File: src/rtl/cpu_pkg.sv
// cpu_pkg: shared widths and the register-dump FSM state type
package cpu_pkg;
  localparam int REG_ADDR_W = 5;
  localparam int XLEN = 32;
  typedef enum logic [1:0] {IDLE, READ, SEND, FINISH} dump_state_t;
endpackage

File: src/rtl/regfile_dump_if.sv
// regfile_dump_if: read-port and valid/ready output stream of the register dumper
interface regfile_dump_if;
  import cpu_pkg::*;
  logic start;
  logic [REG_ADDR_W-1:0] ra;
  logic [XLEN-1:0] rd;
  logic out_valid;
  logic out_ready;
  logic [XLEN-1:0] out_data;
  logic [REG_ADDR_W-1:0] out_index;
  logic out_last;
  logic busy;
  logic done;
  modport slave(input start, rd, out_ready, output ra, out_valid, out_data, out_index, out_last, busy, done);
  modport master(output start, rd, out_ready, input ra, out_valid, out_data, out_index, out_last, busy, done);
endinterface

File: src/rtl/regfile_dump.sv
// regfile_dump: streams registers FIRST_REG..LAST_REG out over valid/ready, one word per two cycles
module regfile_dump
  import cpu_pkg::*;
#(
  parameter int FIRST_REG = 0,
  parameter int LAST_REG  = 31
) (
  input  logic          clk,
  input  logic          reset_n,
  regfile_dump_if.slave bus
);
  localparam logic [REG_ADDR_W-1:0] FIRST = REG_ADDR_W'(FIRST_REG);
  localparam logic [REG_ADDR_W-1:0] LAST = REG_ADDR_W'(LAST_REG);
  if (FIRST_REG < 0 || FIRST_REG > LAST_REG || LAST_REG > 31) begin : g_param_check
    $error("regfile_dump: need 0 <= FIRST_REG <= LAST_REG <= 31");
  end
  dump_state_t r_state, w_state;
  logic [REG_ADDR_W-1:0] r_idx, w_idx, r_ra, w_ra, r_index, w_index;
  logic [XLEN-1:0] r_data, w_data;
  logic r_valid, w_valid, r_last, w_last, r_done, w_done;
  logic w_at_last;
  assign w_at_last = r_idx == LAST;
  always_ff @(posedge clk or negedge reset_n)
    if (!reset_n) begin
      r_state <= IDLE;
      r_idx   <= '0;
      r_ra    <= '0;
      r_valid <= 1'b0;
      r_data  <= '0;
      r_index <= '0;
      r_last  <= 1'b0;
      r_done  <= 1'b0;
    end else begin
      r_state <= w_state;
      r_idx   <= w_idx;
      r_ra    <= w_ra;
      r_valid <= w_valid;
      r_data  <= w_data;
      r_index <= w_index;
      r_last  <= w_last;
      r_done  <= w_done;
    end
  // the final word goes to FINISH instead of incrementing, so idx never wraps past 31
  always_comb begin
    w_state = r_state;
    w_idx   = r_idx;
    w_ra    = r_ra;
    w_valid = r_valid;
    w_data  = r_data;
    w_index = r_index;
    w_last  = r_last;
    w_done  = 1'b0;
    case (r_state)
      IDLE: if (bus.start) begin
        w_state = READ;
        w_idx   = FIRST;
        w_ra    = FIRST;
      end
      READ: begin
        w_state = SEND;
        w_data  = bus.rd;
        w_index = r_idx;
        w_last  = w_at_last;
        w_valid = 1'b1;
      end
      SEND: if (bus.out_ready) begin
        w_valid = 1'b0;
        w_state = w_at_last ? FINISH : READ;
        w_done  = w_at_last;
        w_idx   = w_at_last ? r_idx : r_idx + 1'b1;
        w_ra    = w_at_last ? r_ra : r_idx + 1'b1;
      end
      FINISH: begin
        w_state = IDLE;
        w_ra    = '0;
        w_last  = 1'b0;
      end
      default: w_state = IDLE;
    endcase
  end
  assign bus.ra        = r_ra;
  assign bus.out_valid = r_valid;
  assign bus.out_data  = r_data;
  assign bus.out_index = r_index;
  assign bus.out_last  = r_last;
  assign bus.done      = r_done;
  assign bus.busy      = r_state != IDLE;
endmodule
File: src/flat_wrapper.sv
// flat-port wrapper written by rule: the top's interface ports become plain ports
module regfile_dump_flat import cpu_pkg::*;
#(
  parameter int FIRST_REG = 0,
  parameter int LAST_REG  = 31
)
  (clk, reset_n, bus_start, bus_rd, bus_out_ready, bus_ra, bus_out_valid, bus_out_data, bus_out_index, bus_out_last, bus_busy, bus_done);
  regfile_dump_if bus_i ();
  input  logic clk;
  input  logic reset_n;
  input wire logic [$bits(bus_i.start)-1:0] bus_start;
  input wire logic [$bits(bus_i.rd)-1:0] bus_rd;
  input wire logic [$bits(bus_i.out_ready)-1:0] bus_out_ready;
  output wire logic [$bits(bus_i.ra)-1:0] bus_ra;
  output wire logic [$bits(bus_i.out_valid)-1:0] bus_out_valid;
  output wire logic [$bits(bus_i.out_data)-1:0] bus_out_data;
  output wire logic [$bits(bus_i.out_index)-1:0] bus_out_index;
  output wire logic [$bits(bus_i.out_last)-1:0] bus_out_last;
  output wire logic [$bits(bus_i.busy)-1:0] bus_busy;
  output wire logic [$bits(bus_i.done)-1:0] bus_done;
  assign bus_i.start = bus_start;
  assign bus_i.rd = bus_rd;
  assign bus_i.out_ready = bus_out_ready;
  assign bus_ra = bus_i.ra;
  assign bus_out_valid = bus_i.out_valid;
  assign bus_out_data = bus_i.out_data;
  assign bus_out_index = bus_i.out_index;
  assign bus_out_last = bus_i.out_last;
  assign bus_busy = bus_i.busy;
  assign bus_done = bus_i.done;
  regfile_dump #(.FIRST_REG(FIRST_REG), .LAST_REG(LAST_REG)) u_core (.clk(clk), .reset_n(reset_n), .bus(bus_i));
endmodule
File: config.mk
export PLATFORM = sky130hd
export DESIGN_NAME = regfile_dump_flat
export DESIGN_NICKNAME = d
export VERILOG_FILES = /design/src/rtl/cpu_pkg.sv /design/src/rtl/regfile_dump_if.sv /design/src/rtl/regfile_dump.sv /design/src/flat_wrapper.sv
export SDC_FILE = /design/constraint.sdc
export NUM_CORES = 1
export LEC_CHECK = 0
export ABC_AREA = 1
export BUFFER_PORTS_ARGS = -buffer_cell sky130_fd_sc_hd__buf_2
export CAP_MARGIN = 20
export CORE_ASPECT_RATIO = 0.9
export CORE_MARGIN = 2
export CORE_UTILIZATION = 37
export DETAILED_ROUTE_END_ITERATION = 10
export SYNTH_ARGS = -nofsm -noshare
export SYNTH_HDL_FRONTEND = slang
export SYNTH_SLANG_ARGS = --single-unit
File: constraint.sdc
create_clock -name clk -period 2.2 [get_ports clk]
set_input_delay 0.22 -clock clk [delete_from_list [all_inputs] [get_ports clk]]
set_output_delay 0.22 -clock clk [all_outputs]
set_load 0.01 [all_outputs]
After elaboration in Yosys (flattened, before gate mapping)
Index checks and enable logic that the tools add are counted.
- register bits after elaboration: 52
- input port bits: 36
- output and inout port bits: 46
- word-level logic and storage cells: 40
- add/sub/neg operators: 1
- equal/unequal tests: 7
- muxes and demuxes: 14
- reductions and logical operators: 10
- operators by type and width (kind ; count):
    two-way mux 5 bit ; 3
    one-hot mux 5 bit (3 select lines) ; 1
    one-hot mux 5 bit (2 select lines) ; 1
    one-hot mux 2 bit (4 select lines) ; 1
    AND reduction 4 bit ; 2
    nonzero test 2 bit ; 4
    two-way mux 2 bit ; 3
    != test 2 bit (second input constant) ; 3
    adder 5 x 1 -> 5 bit (second input constant) ; 1
    == test 5 bit (second input constant) ; 1
    == test 2 bit (second input constant) ; 2
    one-hot mux 1 bit (2 select lines) ; 2
    AND reduction 2 bit ; 2
    two-way mux 1 bit ; 3
    nonzero test 3 bit ; 1
    == test 2 x 1 -> 1 bit (second input constant) ; 1
    zero test 2 bit ; 1

Depth between registers and ports, before layout
- depth after elaboration: 4
- mapped depth: 10
- mapped depth without buffers: 10

Worst setup path before layout
Ideal clock, no wire load.
- path type: register to register
- start point: reg u_core.r_idx[0]
- end point: reg u_core.r_ra[1], in the netlist u_core.bus.ra[1]
- library setup time: 0.118 ns
- arrival time: 1.312 ns
- data required time: 2.082 ns
- path slack: 0.770 ns
- stages on the path, launching flop included: 11
- buffers on the path: 0
- period minus slack after synthesis: 1.430 ns
- cells stage by stage: dfrtp_1 > ha_1 > nand2_1 > nor2_1 > ha_1 > inv_1 > nand2_1 > nand2_1 > nand3_1 > nand2_1 > nand2_1
- word-level cells in the longest chain between the ends: 4
- elaborated cells on any way between the ends: 7
- those cells by class: add/sub (1); eq/ne (2); mux (3); reduce/logical (1)
- RTL lines (item ; line ; text):
    start: declaration ; regfile_dump.sv:18 ; logic [REG_ADDR_W-1:0] r_idx, w_idx, r_ra, w_ra, r_index, w_index;
    start signal: assignment ; regfile_dump.sv:35 ; r_idx <= w_idx;
    adder 5 x 1 -> 5 bit ; regfile_dump.sv:71 ; w_ra = w_at_last ? r_ra : r_idx + 1'b1;
    two-way mux 5 bit ; regfile_dump.sv:71 ;
    two-way mux 5 bit ; regfile_dump.sv:66 ; SEND: if (bus.out_ready) begin
    one-hot mux 5 bit (3 select lines) ; regfile_dump.sv:53 ; case (r_state)
    end signal: assignment ; regfile_dump.sv:36 ; r_ra <= w_ra;
    end: declaration ; regfile_dump.sv:18 ;
Parallel ways exist; a longest one is shown, timed or not. The select of a mux whose other input is x is not followed.
A chain may end at the register's enable or synchronous reset.

Worst setup path in the final report
Same ends and word-level chain as after synthesis.

==> run metrics <==
run status finished clean; post-synthesis sequential element count 52; remaining antenna violation count after routing 0; Routed Wire Length 4530 µm; initial cell density of the core about two fifths; Max-Slew Margin vs Limit between 50% and 60%; Top-Level Pins 82; leakage power of the design between 1.5 and 2 nW; TritonCTS clock tree done; half-perimeter wire length of the detailed placement result 3140 µm; clock tree buffer depth 2; crit path capture type flip-flop; number of violations of the max-capacitance limit 0; Main synth FF type dfrtp_1; startpoint types flip-flop; worst slack, placed a little over 600 ps; layout cells sized above 1 30.2%; relative area change from synthesis to final layout 28.3%; number of buffers added by the clock tree synthesis step 5; H-Tree Depth 2; wire length of the first global-routing pass 7600 µm; height of the die about 75 µm; die width around 83 µm; Row Count 25; Min Clock Period, post-route 1600 ps; all-layer global routing usage 15.4%; number of buffers added on ports between 80 and 90; top cell type by total area after synthesis dfrtp_1; largest net degree at the start of global routing between 50 and 60; worst ir drop on vdd about 0.00057 V; CP Data Arrival Time 1800 ps; clock skew about 8.8 ps; Syn Nets between 200 and 300; post-CTS setup buffer count 0; number of standard cells after synthesis 240; Total Die Area between 6000 and 7000 µm²; transition at the pin with the smallest max-transition slack ~650 ps; power per cell area roughly 1400 nW/µm²; Layout fillers 538; number of search-and-repair iterations in the first detailed-routing pass 4; number of hold-slack violations in the final timing report 0; RSZ-0062 raised after global routing false; Post-Syn Area a little over 2000 µm²; clock root buffer clkbuf_8; Post-synth EDFFs 0; critical path class flip-flop to flip-flop; largest fanout on the critical path 5; synthesized area per cell just under 9 µm²; antenna fix cells 0; Netlist cell types 13; Sum Neg Setup Slack 0 ps; Max Transition Viols Final 0; sequential share of the synthesized area roughly 63%; post-DR wirelength/cell ~12 µm; critical path data required time ~2400 ps; period utilisation layout between 70% and 80%; largest cells by area after synthesis dfrtp_1 63%, nand2_1 27%, nor2_1 1.6%; number of buffers added to fix hold violations after cts 0; Synth warnings 0; worst setup margin a little under 600 ps; clock transition at the registers of the reported paths ~90 ps; Iteration-0 DRC Markers 82; Setup Viol. Count Final 0; via count of the first global-routing pass roughly 1.7k; worst skew pair latency about 300 ps; worst hold margin around 11 ps; CORE AREA about 5300 µm²; DRC violation count after routing 0; total via count after detailed routing 1723; # clock sinks 52; core occupancy in the finished layout between 50% and 60%; final total power between 0.003 and 0.004 W; Async S/R FF share, synth 100%; Final #Nets approximately 360; worst min path class input port to asynchronous set/reset pin; most frequent cell after synthesis nand2_1; number of gates given a new drive strength after cts 0; post-synth top area share between 60% and 70%; initial antenna violation count 0; total area of multi-input combinational cells 693 µm²; most used standard cells in the synthesized netlist 147 x nand2_1, 52 x dfrtp_1, 9 x nor2_1; routability congestion estimate from global placement around 0.8; average via count per standard cell approximately 4.4; maximum clock frequency ~620 MHz; overflow left after global routing 0; area taken by flip-flops and latches around 1300 µm²; setup slack on the worst flop-to-flop path about 600 ps
## path summary, 6_finish.rpt
| path | start | to | cells after the start |
|---|---|---|---|
| min in group clk | bus_rd[27] | u_core.bus.out_data[27]$_DFFE_PN0P_ | 3 |
| max in group asynchronous | reset_n | u_core.bus.out_data[2]$_DFFE_PN0P_ | 2 |
| min | reset_n | u_core.bus.out_data[23]$_DFFE_PN0P_ | 2 |
| min reg2reg | u_core.bus.out_index[1]$_DFFE_PN0P_ | u_core.bus.out_index[1]$_DFFE_PN0P_ | 2 |
| max reg2reg | u_core.r_idx[0]$_DFFE_PN0P_ | u_core.bus.ra[1]$_DFFE_PN0P_ | 10 |
| max | u_core.r_idx[0]$_DFFE_PN0P_ | u_core.bus.ra[1]$_DFFE_PN0P_ | 10 |
## critical path, cell delays in order (launching register included)
cell,delay (ps)
dfrtp_1,430
ha_1,230
nand2_1,90
nor2_1,50
ha_1,190
inv_1,70
nand2_1,50
nand2_1,70
nand3_1,170
nand2_1,100
nand2_1,60
## placed cells by master (no fill, tap or decap), drive strengths merged
cell type / n
buf: 83
bufinv: 1
clkbuf: 7
dfrtp: 52
ha: 2
inv: 10
nand2: 149
nand3: 5
nand3b: 1
nor2: 11
o21ai: 3
## registers in the layout, summed over array words and instances, names as in the netlist
register and flops:
u_core.bus.done 1, u_core.bus.out_valid 1, u_core.bus.ra 5, u_core.r_idx 5
u_core.bus.out_data 32, u_core.bus.out_index 5, u_core.r_state 2, u_core.bus.out_last 1
## metal layers
metal	up-vias	global-route usage (%)	share of wire, %
met3	5	4.61	7.6
met5	-	0	0
met2	61	24.3	45
met4	0	4.37	0.79
li1	883	-	-
met1	774	21.0	47
## stage by stage
step,instance area (µm²),std cells
after floorplan,2070,240
after global placement,2540,383
after detailed placement,2540,383
after CTS,2660,391
after global routing,2660,391
final,2660,391
## cell families (layout without fill, tap and decap cells)
family                     after synthesis  in the layout  share of synthesized area, %
AOI/OAI and AO/OA                        3              3                         0.724
buffers and inverters                   17            101                          3.86
and+or+nand+nor                        166            166                          31.5
adders and majority gates                2              2                          1.21
DFF                                     52             52                          62.7
## report_power, final
part,internal [W],switching [W]
clock network,0.000401,0.000299
registers,0.00132,0.000209
logic,0.000522,0.000901
total,0.00225,0.00141
## final cells by class
| type | count | area share (%) |
|---|---|---|
| Clock buffer | 7 | 3.62 |
| Clock inverter | 1 | 1.13 |
| Inverter | 10 | 1.41 |
| Multi-Input combinational cell | 171 | 26.0 |
| Sequential cell | 52 | 48.9 |
| Tap cell | 67 | 3.15 |
| Timing Repair Buffer | 83 | 15.8 |
Power figures use the tool's default switching activity.
